File: config.mk
export PLATFORM = sky130hd
export DESIGN_NAME = exu_muldiv_flat
export DESIGN_NICKNAME = d
export VERILOG_FILES = /design/src/rtl/exu_muldiv_pkg.sv /design/src/rtl/exu_muldiv_if.sv /design/src/rtl/exu_muldiv_step.sv /design/src/rtl/exu_muldiv.sv /design/src/flat_wrapper.sv
export SDC_FILE = /design/constraint.sdc
export NUM_CORES = 1
export LEC_CHECK = 0
export ABC_AREA = 1
export CORE_MARGIN = 4
export CORE_UTILIZATION = 55
export DETAILED_ROUTE_END_ITERATION = 16
export PLACE_DENSITY_LB_ADDON = 0.12
export SYNTH_ARGS = -nofsm -noshare
export SYNTH_HDL_FRONTEND = slang
export SYNTH_SLANG_ARGS = --single-unit
File: constraint.sdc
create_clock -name clk -period 11.44 [get_ports clk]
set_input_delay 1.144 -clock clk [delete_from_list [all_inputs] [get_ports clk]]
set_output_delay 1.144 -clock clk [all_outputs]
set_load 0.01 [all_outputs]
File: src/rtl/exu_muldiv_pkg.sv
// Shared operation and state codes for the exu_muldiv multiply/divide unit.
package exu_muldiv_pkg;

  localparam logic [1:0] MD_OP_MULT  = 2'b00;
  localparam logic [1:0] MD_OP_MULTU = 2'b01;
  localparam logic [1:0] MD_OP_DIV   = 2'b10;
  localparam logic [1:0] MD_OP_DIVU  = 2'b11;

  typedef enum logic [1:0] {
    MD_ST_IDLE = 2'b00,
    MD_ST_MUL  = 2'b01,
    MD_ST_DIV  = 2'b10,
    MD_ST_DONE = 2'b11
  } md_state_e;

  function automatic logic md_op_is_div(input logic [1:0] op);
    return (op == MD_OP_DIV) || (op == MD_OP_DIVU);
  endfunction

  function automatic logic md_op_is_signed(input logic [1:0] op);
    return !((op == MD_OP_MULTU) || (op == MD_OP_DIVU));
  endfunction

  function automatic logic md_op_is_mul(input logic [1:0] op);
    return (op == MD_OP_MULT) || (op == MD_OP_MULTU);
  endfunction

endpackage

File: src/rtl/exu_muldiv_if.sv
// Request/result bundle between the EXU issue logic and the multiply/divide unit.
interface exu_muldiv_if #(
  parameter int WIDTH = 32
);
  logic             in_valid;
  logic             in_ready;
  logic [1:0]       op_i;
  logic [WIDTH-1:0] srca_i;
  logic [WIDTH-1:0] srcb_i;
  logic             flush_i;
  logic             busy;
  logic             done;
  logic [WIDTH-1:0] wHiData;
  logic [WIDTH-1:0] wLoData;
  logic             whi;
  logic             wlo;

  modport master (
    output in_valid, op_i, srca_i, srcb_i, flush_i,
    input  in_ready, busy, done, wHiData, wLoData, whi, wlo
  );

  modport slave (
    input  in_valid, op_i, srca_i, srcb_i, flush_i,
    output in_ready, busy, done, wHiData, wLoData, whi, wlo
  );
endinterface

File: src/rtl/exu_muldiv_step.sv
// One radix-2 iteration on the {hi, lo} accumulator: shift-add for multiply,
// restoring subtract for divide (hi holds the partial remainder, lo the quotient).
module exu_muldiv_step #(
  parameter int WIDTH = 32
) (
  input  logic             i_is_div,
  input  logic [WIDTH-1:0] i_hi,
  input  logic [WIDTH-1:0] i_lo,
  input  logic [WIDTH-1:0] i_b,
  output logic [WIDTH-1:0] o_hi,
  output logic [WIDTH-1:0] o_lo
);
  logic [WIDTH:0] w_sum;
  logic [WIDTH:0] w_shift;
  logic [WIDTH:0] w_diff;

  // Partial remainder stays below the divisor, so the diff MSB is a clean borrow flag.
  always_comb begin
    w_sum   = {1'b0, i_hi} + (i_lo[0] ? {1'b0, i_b} : {(WIDTH+1){1'b0}});
    w_shift = {i_hi, i_lo[WIDTH-1]};
    w_diff  = w_shift - {1'b0, i_b};
    o_hi    = {WIDTH{1'b0}};
    o_lo    = {WIDTH{1'b0}};
    if (i_is_div) begin
      if (!w_diff[WIDTH]) begin
        o_hi = w_diff[WIDTH-1:0];
        o_lo = {i_lo[WIDTH-2:0], 1'b1};
      end else begin
        o_hi = w_shift[WIDTH-1:0];
        o_lo = {i_lo[WIDTH-2:0], 1'b0};
      end
    end else begin
      o_hi = w_sum[WIDTH:1];
      o_lo = {w_sum[0], i_lo[WIDTH-1:1]};
    end
  end
endmodule

File: src/rtl/exu_muldiv.sv
// Multi-cycle MULT/MULTU/DIV/DIVU unit producing one HI/LO write pulse per operation.
// Build option FAST_MUL_EN: single-cycle multiply; divides remain iterative.
module exu_muldiv
  import exu_muldiv_pkg::*;
#(
  parameter int WIDTH = 32,
  parameter int CNT_W = 6
) (
  input  logic        clk,
  input  logic        rst,
  exu_muldiv_if.slave bus
);
  localparam logic [CNT_W-1:0] LP_LAST = CNT_W'(WIDTH - 1);

  md_state_e        r_state;
  logic [CNT_W-1:0] r_cnt;
  logic             r_is_div;
  logic             r_neg_res;
  logic             r_neg_rem;
  logic [WIDTH-1:0] r_b;
  logic [WIDTH-1:0] r_hi;
  logic [WIDTH-1:0] r_lo;
  logic             r_done;
  logic             r_whi;
  logic             r_wlo;
  logic [WIDTH-1:0] r_hi_data;
  logic [WIDTH-1:0] r_lo_data;

  logic               w_accept;
  logic               w_op_div;
  logic               w_op_signed;
  logic               w_a_neg;
  logic               w_b_neg;
  logic               w_div_zero;
  logic [WIDTH-1:0]   w_a_mag;
  logic [WIDTH-1:0]   w_b_mag;
  logic [WIDTH-1:0]   w_step_hi;
  logic [WIDTH-1:0]   w_step_lo;
  logic [WIDTH-1:0]   w_res_hi;
  logic [WIDTH-1:0]   w_res_lo;
  logic [2*WIDTH-1:0] w_prod;

  function automatic logic [WIDTH-1:0] neg_w(input logic [WIDTH-1:0] x);
    return ~x + {{(WIDTH-1){1'b0}}, 1'b1};
  endfunction

  function automatic logic [2*WIDTH-1:0] neg_2w(input logic [2*WIDTH-1:0] x);
    return ~x + {{(2*WIDTH-1){1'b0}}, 1'b1};
  endfunction

  assign bus.in_ready = (r_state == MD_ST_IDLE) && !rst;
  assign bus.busy     = (r_state != MD_ST_IDLE);
  assign bus.done     = r_done;
  assign bus.whi      = r_whi;
  assign bus.wlo      = r_wlo;
  assign bus.wHiData  = r_hi_data;
  assign bus.wLoData  = r_lo_data;

  exu_muldiv_step #(.WIDTH(WIDTH)) u_step (
    .i_is_div (r_is_div),
    .i_hi     (r_hi),
    .i_lo     (r_lo),
    .i_b      (r_b),
    .o_hi     (w_step_hi),
    .o_lo     (w_step_lo)
  );

  // Operand decode into magnitudes, and sign fix-up of the final iteration's result.
  always_comb begin
    w_op_div    = md_op_is_div(bus.op_i);
    w_op_signed = md_op_is_signed(bus.op_i);
    w_a_neg     = w_op_signed && bus.srca_i[WIDTH-1];
    w_b_neg     = w_op_signed && bus.srcb_i[WIDTH-1];
    w_a_mag     = w_a_neg ? neg_w(bus.srca_i) : bus.srca_i;
    w_b_mag     = w_b_neg ? neg_w(bus.srcb_i) : bus.srcb_i;
    w_div_zero  = w_op_div && (bus.srcb_i == {WIDTH{1'b0}});
    w_accept    = bus.in_valid && bus.in_ready && !bus.flush_i;
    w_prod      = {2*WIDTH{1'b0}};
    if (r_is_div) begin
      w_res_hi = r_neg_rem ? neg_w(w_step_hi) : w_step_hi;
      w_res_lo = r_neg_res ? neg_w(w_step_lo) : w_step_lo;
    end else begin
      w_prod   = r_neg_res ? neg_2w({w_step_hi, w_step_lo}) : {w_step_hi, w_step_lo};
      w_res_hi = w_prod[2*WIDTH-1:WIDTH];
      w_res_lo = w_prod[WIDTH-1:0];
    end
  end

`ifdef FAST_MUL_EN
  logic [2*WIDTH-1:0] w_ext_a;
  logic [2*WIDTH-1:0] w_ext_b;
  logic [2*WIDTH-1:0] w_fast_prod;

  // Sign- or zero-extend to 2W so a truncated 2W product is exact for both flavours.
  always_comb begin
    w_ext_a     = {{WIDTH{w_a_neg}}, bus.srca_i};
    w_ext_b     = {{WIDTH{w_b_neg}}, bus.srcb_i};
    w_fast_prod = w_ext_a * w_ext_b;
  end
`endif

  // Control FSM, iteration counter, datapath registers and registered write-back.
  always_ff @(posedge clk) begin
    if (rst) begin
      r_state   <= MD_ST_IDLE;
      r_cnt     <= {CNT_W{1'b0}};
      r_is_div  <= 1'b0;
      r_neg_res <= 1'b0;
      r_neg_rem <= 1'b0;
      r_b       <= {WIDTH{1'b0}};
      r_hi      <= {WIDTH{1'b0}};
      r_lo      <= {WIDTH{1'b0}};
      r_done    <= 1'b0;
      r_whi     <= 1'b0;
      r_wlo     <= 1'b0;
      r_hi_data <= {WIDTH{1'b0}};
      r_lo_data <= {WIDTH{1'b0}};
    end else begin
      r_done    <= 1'b0;
      r_whi     <= 1'b0;
      r_wlo     <= 1'b0;
      r_hi_data <= {WIDTH{1'b0}};
      r_lo_data <= {WIDTH{1'b0}};
      case (r_state)
        MD_ST_IDLE: begin
          if (w_accept) begin
            r_is_div  <= w_op_div;
            r_neg_res <= w_a_neg ^ w_b_neg;
            r_neg_rem <= w_a_neg;
            r_cnt     <= {CNT_W{1'b0}};
            r_hi      <= {WIDTH{1'b0}};
            r_lo      <= w_op_div ? w_a_mag : w_b_mag;
            r_b       <= w_op_div ? w_b_mag : w_a_mag;
            if (w_div_zero) begin
              // HI/LO stay untouched; the data lines only report the fault pattern.
              r_state   <= MD_ST_DONE;
              r_done    <= 1'b1;
              r_hi_data <= bus.srca_i;
              r_lo_data <= {WIDTH{1'b1}};
`ifdef FAST_MUL_EN
            end else if (md_op_is_mul(bus.op_i)) begin
              r_state   <= MD_ST_DONE;
              r_done    <= 1'b1;
              r_whi     <= 1'b1;
              r_wlo     <= 1'b1;
              r_hi_data <= w_fast_prod[2*WIDTH-1:WIDTH];
              r_lo_data <= w_fast_prod[WIDTH-1:0];
`endif
            end else begin
              r_state <= w_op_div ? MD_ST_DIV : MD_ST_MUL;
            end
          end
        end
        MD_ST_MUL, MD_ST_DIV: begin
          if (bus.flush_i) begin
            r_state <= MD_ST_IDLE;
          end else begin
            r_hi  <= w_step_hi;
            r_lo  <= w_step_lo;
            r_cnt <= r_cnt + {{(CNT_W-1){1'b0}}, 1'b1};
            if (r_cnt == LP_LAST) begin
              r_state   <= MD_ST_DONE;
              r_done    <= 1'b1;
              r_whi     <= 1'b1;
              r_wlo     <= 1'b1;
              r_hi_data <= w_res_hi;
              r_lo_data <= w_res_lo;
            end
          end
        end
        MD_ST_DONE: r_state <= MD_ST_IDLE;
        default:    r_state <= MD_ST_IDLE;
      endcase
    end
  end
endmodule

File: src/flat_wrapper.sv
// flat-port wrapper written by rule: the top's interface ports become plain ports
module exu_muldiv_flat import exu_muldiv_pkg::*;
#(
  parameter int WIDTH = 32,
  parameter int CNT_W = 6
)
  (clk, rst, bus_in_valid, bus_op_i, bus_srca_i, bus_srcb_i, bus_flush_i, bus_in_ready, bus_busy, bus_done, bus_wHiData, bus_wLoData, bus_whi, bus_wlo);
  exu_muldiv_if #(.WIDTH(WIDTH)) bus_i ();
  input  logic clk;
  input  logic rst;
  input wire logic [$bits(bus_i.in_valid)-1:0] bus_in_valid;
  input wire logic [$bits(bus_i.op_i)-1:0] bus_op_i;
  input wire logic [$bits(bus_i.srca_i)-1:0] bus_srca_i;
  input wire logic [$bits(bus_i.srcb_i)-1:0] bus_srcb_i;
  input wire logic [$bits(bus_i.flush_i)-1:0] bus_flush_i;
  output wire logic [$bits(bus_i.in_ready)-1:0] bus_in_ready;
  output wire logic [$bits(bus_i.busy)-1:0] bus_busy;
  output wire logic [$bits(bus_i.done)-1:0] bus_done;
  output wire logic [$bits(bus_i.wHiData)-1:0] bus_wHiData;
  output wire logic [$bits(bus_i.wLoData)-1:0] bus_wLoData;
  output wire logic [$bits(bus_i.whi)-1:0] bus_whi;
  output wire logic [$bits(bus_i.wlo)-1:0] bus_wlo;
  assign bus_i.in_valid = bus_in_valid;
  assign bus_i.op_i = bus_op_i;
  assign bus_i.srca_i = bus_srca_i;
  assign bus_i.srcb_i = bus_srcb_i;
  assign bus_i.flush_i = bus_flush_i;
  assign bus_in_ready = bus_i.in_ready;
  assign bus_busy = bus_i.busy;
  assign bus_done = bus_i.done;
  assign bus_wHiData = bus_i.wHiData;
  assign bus_wLoData = bus_i.wLoData;
  assign bus_whi = bus_i.whi;
  assign bus_wlo = bus_i.wlo;
  exu_muldiv #(.WIDTH(WIDTH), .CNT_W(CNT_W)) u_core (.clk(clk), .rst(rst), .bus(bus_i));
endmodule
Word-level counts from Yosys, hierarchy flattened
Index checks and enable logic that the tools add are counted.
{"block": "op_classes", "n_bitwise": 7, "n_mux": 44, "n_eq_ne": 10, "addsub": 8, "reduce_logical": 20}
{"operator": "$mux 32", "n": 24}
{"operator": "$pmux 32 s2", "n": 4}
{"operator": "$add 32x1->32 const B", "n": 4}
{"operator": "$not 32->32", "n": 4}
{"operator": "$add 64x1->64 const B", "n": 1}
{"operator": "$mux 64", "n": 1}
{"operator": "$not 64->64", "n": 1}
{"operator": "$add 32x33->33", "n": 1}
{"operator": "$sub 33x32->33", "n": 1}
{"operator": "$logic_not 32->1", "n": 1}
{"operator": "$mux 6", "n": 2}
{"operator": "$pmux 6 s2", "n": 1}
{"operator": "$mux 2", "n": 5}
{"operator": "$eq 2x2->1 const B", "n": 4}
{"operator": "$add 6x1->6 const B", "n": 1}
{"operator": "$eq 6x5->1 const B", "n": 1}
{"operator": "$logic_and 1x1->1", "n": 6}
{"operator": "$pmux 2 s3", "n": 1}
{"operator": "$mux 1", "n": 5}
{"operator": "$eq 2x1->1 const B", "n": 2}
{"operator": "$reduce_and 2->1", "n": 2}
{"operator": "$reduce_bool 2->1", "n": 2}
{"operator": "$reduce_or 2->1", "n": 2}
{"operator": "$logic_not 1->1", "n": 3}
{"operator": "other kinds (9)", "n": 10}
{"block": "word_totals", "register_bits": 173, "elab_cells": 101, "output_inout_bits": 69}

Logic depth before layout (Yosys ltp)
{"block": "logic_depth", "word_depth": 10, "depth_mapped": 36}

Cells and area by module
A second synthesis with hierarchy kept.
{"block": "hier_totals", "hier_cells": 3174, "area_unflattened_um2": 17983.5}
{"mod": "exu_muldiv", "n_inst": 1, "cells_each": 1865, "area_each_um2": 11626.2}
{"mod": "exu_muldiv_step", "n_inst": 1, "cells_each": 1309, "area_each_um2": 6357.3}

Worst setup path before layout
OpenSTA, ideal clock, no wires.
{"block": "synth_timing", "kind": "reg2reg", "start": "register u_core.r_lo[31]", "end": "register u_core.r_hi_data[22], in the netlist u_core.bus.wHiData[22]", "setup_ns": 0.132, "slack_ns": 7.391, "t_arrival_ns": 3.917, "stages_incl_launch_ff": 37, "n_path_buf": 1, "required_time_ns": 11.308, "cell_sequence": "dfxtp_1 -> inv_1 -> ha_1 -> inv_1 -> fa_1 -> nand2_1 -> nand2_2 -> nand3_2 -> nand2_2 -> nand2_2 -> nand2_2 -> nand2_4 -> nand2_2 -> nand2_4 -> nand2_4 -> buf_6 -> o21ai_4 -> ha_1 -> inv_1 -> nor2_1 -> nand2_1 -> nor3_4 -> nand3_2 -> nor2_4 -> nand3_4 -> nor2_8 -> nand3_4 -> a21boi_4 -> nand2_2 -> inv_2 -> nand2_2 -> clkinv_2 -> nand2_1 -> nand2_1 -> nand2_1 -> nand3_1 -> a21oi_1"}
{"block": "synth_between", "elab_chain_len": 10, "elab_cells_between_ends": 15, "classes_between": "3 x add/sub; 10 x mux; 2 x bitwise"}
{"item": "from (decl)", "line_no": "exu_muldiv.sv:22", "text": "logic [WIDTH-1:0] r_lo;"}
{"item": "from (signal assigned)", "line_no": "exu_muldiv.sv:112", "text": "r_lo <= {WIDTH{1'b0}};"}
{"item": "from (signal assigned)", "line_no": "exu_muldiv.sv:132", "text": "r_lo <= w_op_div ? w_a_mag : w_b_mag;"}
{"item": "from (signal assigned)", "line_no": "exu_muldiv.sv:159", "text": "r_lo <= w_step_lo;"}
{"item": "$sub 33x32->33", "line_no": "exu_muldiv_step.sv:21", "text": "w_diff = w_shift - {1'b0, i_b};"}
{"item": "$mux 1 or $mux 32 (tied branches)", "line_no": "exu_muldiv_step.sv:25", "text": "if (!w_diff[WIDTH]) begin"}
{"item": "$mux 32", "line_no": "exu_muldiv_step.sv:24", "text": "if (i_is_div) begin"}
{"item": "$not 64->64 or $not 32->32 (tied branches)", "line_no": "exu_muldiv.sv:48, exu_muldiv.sv:44"}
{"item": "$add 64x1->64 or $add 32x1->32 (tied branches)", "line_no": "exu_muldiv.sv:48, exu_muldiv.sv:44"}
{"item": "$mux 64 or $mux 32 (tied branches)", "line_no": "exu_muldiv.sv:83, exu_muldiv.sv:80"}
{"item": "$mux 32 *", "line_no": "exu_muldiv.sv:79", "text": "if (r_is_div) begin"}
{"item": "$mux 32 *", "line_no": "exu_muldiv.sv:161", "text": "if (r_cnt == LP_LAST) begin"}
{"item": "$mux 32 *", "line_no": "exu_muldiv.sv:155", "text": "if (bus.flush_i) begin"}
{"item": "$pmux 32 s2 *", "line_no": "exu_muldiv.sv:124", "text": "case (r_state)"}
{"item": "to (signal assigned)", "line_no": "exu_muldiv.sv:122", "text": "r_hi_data <= {WIDTH{1'b0}};"}
{"item": "to (signal assigned)", "line_no": "exu_muldiv.sv:138", "text": "r_hi_data <= bus.srca_i;"}
{"item": "to (signal assigned)", "line_no": "exu_muldiv.sv:166", "text": "r_hi_data <= w_res_hi;"}
{"item": "to (decl)", "line_no": "exu_muldiv.sv:26", "text": "logic [WIDTH-1:0] r_hi_data;"}
Every way passes the cells marked *; elsewhere a longest branch is shown, timed or not.
A chain may end at the register's enable or synchronous reset.

Worst setup path in the final report
{"block": "layout_timing", "start": "input port bus_op_i[1]", "end": "register u_core.r_lo_data[0], in the netlist u_core.bus.wLoData[0]"}
{"block": "layout_between", "elab_chain_len": 6, "elab_cells_between_ends": 7, "classes_between": "2 x eq/ne; 3 x mux; 2 x reduce/logical"}
{"item": "from (decl)", "line_no": "flat_wrapper.sv:12", "text": "input wire logic [$bits(bus_i.op_i)-1:0] bus_op_i;"}
{"item": "$eq 2x2->1", "line_no": "exu_muldiv_pkg.sv:17", "text": "return (op == MD_OP_DIV) || (op == MD_OP_DIVU);"}
{"item": "$logic_or 1x1->1 *", "line_no": "exu_muldiv_pkg.sv:17"}
{"item": "$logic_and 1x1->1 *", "line_no": "exu_muldiv.sv:76", "text": "w_div_zero = w_op_div && (bus.srcb_i == {WIDTH{1'b0}});"}
{"item": "$mux 32 *", "line_no": "exu_muldiv.sv:134", "text": "if (w_div_zero) begin"}
{"item": "$mux 32 *", "line_no": "exu_muldiv.sv:126", "text": "if (w_accept) begin"}
{"item": "$pmux 32 s2 *", "line_no": "exu_muldiv.sv:124"}
{"item": "to (signal assigned)", "line_no": "exu_muldiv.sv:117", "text": "r_lo_data <= {WIDTH{1'b0}};"}
{"item": "to (signal assigned)", "line_no": "exu_muldiv.sv:123", "text": "r_lo_data <= {WIDTH{1'b0}};"}
{"item": "to (signal assigned)", "line_no": "exu_muldiv.sv:139", "text": "r_lo_data <= {WIDTH{1'b1}};"}
{"item": "to (decl)", "line_no": "exu_muldiv.sv:27", "text": "logic [WIDTH-1:0] r_lo_data;"}
Marks and branches as above.

==> results.toml <==
[run_status]
run_status = "completed"

[critical_path]
path_class = "in2reg"
worst_r2r_path_depth = 34
critical-path-slowest-cell = "nor2_1"
cp.depth = 11
cp_top_family = "buffers and inverters"
cp_max_fo = 35
cp_cell_sequence = "clkdlybuf4s50_1 -> buf_4 -> clkinv_1 -> nor2_1 -> clkinv_1 -> nor2_2 -> buf_4 -> inv_1 -> a21oi_1 -> inv_1 -> a21oi_1"
worstPathArrival_ps = 6280
worstPathBufferInverterCount = 7
startpoint_type_of_the_worst_setup_path = "primary input"
worst-r2r-setup-slack_ps = 6250
worst_ep_required_time_ps = 11810
regToRegStartpoint = "u_core.r_lo[31]$_SDFFE_PP0P_"
slowest_delay_ps = 1120
end_of_the_worst_register_to_register_path = "u_core.bus.wHiData[24]$_SDFF_PP0_"
end_kind = "flip-flop"

[logic_synthesis]
syn_avg_cell_area_um2 = 5.71
synth_nets = 3099
register_area_share_after_synthesis = 0.205
yosys_register_bits = 173
ys.warnings.count = 0
synth.cell_area_um2 = 16900
synth_enable_flop_cells = 0
syn_inst = 2956
synth_async_sr_flop_share = 0
synthFlopType = "dfxtp_1"
yosysUniqueCellTypes = 56

[cts]
cts-root-to-sink-buffers = 2
ctsHoldBuffers = 0
cts_inserted_buffers = 17
post_cts.repair.setup_buffers = 0
clk_latency_ps = 450
tritoncts = "built"
cts.sinks = 173
level_count_of_the_clock_h_tree = 4
clkSlewWorstSetupHoldPaths_ps = 80
cts_resized = 0
cts_root_cell = "clkbuf_16"

[timing]
timing_hold_violations_final = 0
clock_period_minus_worst_slack_ps = 5900
timing.fmax_mhz = 169
fin_tns_setup_ps = 0
finClkSkew_ps = 13.0
grt_setup_unrepaired = "false"
fin_hold_ws_ps = 495
setup-violations-final = 0
worst_pin_slew_ps = 1210
slew_viol_final = 0
max-slew-margin-rel = 0.190
final_worst_path_cycle_share = 0.516

[grt]
grt_use_met3 = 0.0714
grt_first_pass_wirelength_um = 104000
grt_antenna_before_repair = 1
grt_max_degree = 76
use_met1 = 0.470
global_route.overflow_total = 0
grt_most_used_layer = "met2"
grt_util_met2 = 0.651
number_of_global_route_vias_before_repair = 19000
track_usage = 0.392

[floorplanning]
rows = 63
fp.dieArea_um2 = 33600
io_pins = 139
start_util = 0.564
coreArea_um2 = 30000
fp.dieH_um = 183
floorplan.die.width_um = 183

[place]
routabilityCongestion = 1.03
place.detailed.hpwl_um = 53700
dpl_cell_area_um2 = 18400
count_of_input_and_output_buffers = 138

[pwr]
p_per_area_nw_per_um2 = 143
finalPower_w = 0.00272
power.static_leakage_nw = 9.27
vdd_drop_max_v = 0.000161

[detailed_routing]
drt-total-wl_um = 67600
drcViolationCount = 0
wl_per_cell_um = 19.7
first_pass_iters = 9
antenna_left = 0
num_vias = 20300
viasPerCell = 5.91
drt-initial-drc-count = 2518

[worst_hold_path]
timing.hold.worst_endpoint = "u_core.r_cnt[0]$_SDFFE_PP0P_"
timing.hold.worst.class = "reg2reg"
whs_path_depth = 2
origin_of_the_worst_min_delay_path = "u_core.r_cnt[0]$_SDFFE_PP0P_"

[flow_run]
max_cap_violations = 0

[final_layout]
final_area_um2 = 19000
fin_nets = 3170
final_layout_size_suffix_gt1_frac = 0.0510
layout-area-overhead-vs-synth_pct = 12.5
## cell families (layout without fill, tap and decap cells)
logic type      after synthesis  in the layout  synth area share
compound gates              489            489             0.167
xor+xnor                     79             79            0.0410
simple gates               1585           1585             0.403
buf+inv                     557            640             0.129
fa+ha+maj                    73             73            0.0550
flops                       173            173             0.205
other cells                   0              1                 0
## how the worst max path moves through the flow
stage                            startpoint                                end  slack, ps
2_1_floorplan  u_core.r_lo[31]$_SDFFE_PP0P_  u_core.bus.wHiData[22]$_SDFF_PP0_       7390
3_3_place_gp                    bus_op_i[1]   u_core.bus.wLoData[2]$_SDFF_PP0_       5450
3_5_place_dp                    bus_op_i[1]   u_core.bus.wLoData[0]$_SDFF_PP0_       5320
4_1_cts                         bus_op_i[1]   u_core.bus.wLoData[0]$_SDFF_PP0_       5790
5_1_grt                         bus_op_i[1]   u_core.bus.wLoData[0]$_SDFF_PP0_       5180
6_report                        bus_op_i[1]   u_core.bus.wLoData[0]$_SDFF_PP0_       5540
## metal layers
metal	up-vias	part of all wire
met4	0	0.073
met5	-	0
met3	286	0.094
met2	1181	0.46
met1	9217	0.38
li1	9594	-
## synth_stat cells (20+ instances only)
cell type	number	area, um^2
nand3b_1	27	203
nor3_1	33	165
nand3_1	210	1050
a21oi_1	208	1040
nor2_2	20	125
o21ai_1	21	105
xor2_1	46	403
nand4_1	31	194
nand2_1	954	3580
clkbuf_1	69	259
o211ai_1	24	180
dfxtp_1	173	3460
ha_1	71	888
inv_1	443	1660
nand2_2	22	138
xnor2_1	33	289
a31oi_1	31	194
nor2_1	235	882
o21ai_0	116	581
## sequential cells by signal, indices dropped and copies added, names as in the netlist, 2 cells and up
| signal | cells |
|---|---|
| u_core.bus.wHiData | 32 |
| u_core.bus.wLoData | 32 |
| u_core.r_b | 32 |
| u_core.r_cnt | 6 |
| u_core.r_hi | 32 |
| u_core.r_lo | 32 |
| u_core.r_state | 2 |
## through the flow
stage          cells  setup slack (ps)   util
2_1_floorplan   2956              7390      -
3_3_place_gp    3398              5450  0.615
3_5_place_dp    3398              5320  0.615
4_1_cts         3429              5790  0.634
5_1_grt         3429              5180  0.634
6_report        3430              5540  0.634
## placed cells by master, fill, tap and decap left out, drive strengths merged, types with 33 or more instances in the layout
| cell | instances |
|---|---|
| a21oi | 214 |
| xor2 | 46 |
| nor2 | 260 |
| nor3 | 35 |
| inv | 455 |
| nand2 | 980 |
| ha | 71 |
| dfxtp | 173 |
| clkdlybuf4s50 | 137 |
| o21ai | 143 |
| xnor2 | 33 |
| nand3 | 221 |
## where the power goes
group	total (W)	internal, W	switching, W	leakage, nW
Clock	0.000590	0.000290	0.000300	0.275
Combinational	0.00146	0.000427	0.00103	7.60
Sequential	0.000668	0.000631	0.0000370	1.40
Total	0.00272	0.00135	0.00137	9.27
## worst min-delay path, stage by stage, from the launching register on
cell and delay [ps]:
dfxtp_1 320, inv_1 60, a211oi_1 60
## area by class of cell
| cell class | count | area [um^2] |
|---|---|---|
| antenna | 1 | 2.50 |
| clock inverter | 14 | 150 |
| clock buffer | 17 | 425 |
| timing repair buffer | 154 | 1500 |
| tap | 390 | 488 |
| inverter | 455 | 1710 |
| sequential | 173 | 3470 |
| multi-input combinational | 2226 | 11300 |
| fill | 2901 | 11000 |
(Power assumes the default switching activity.)
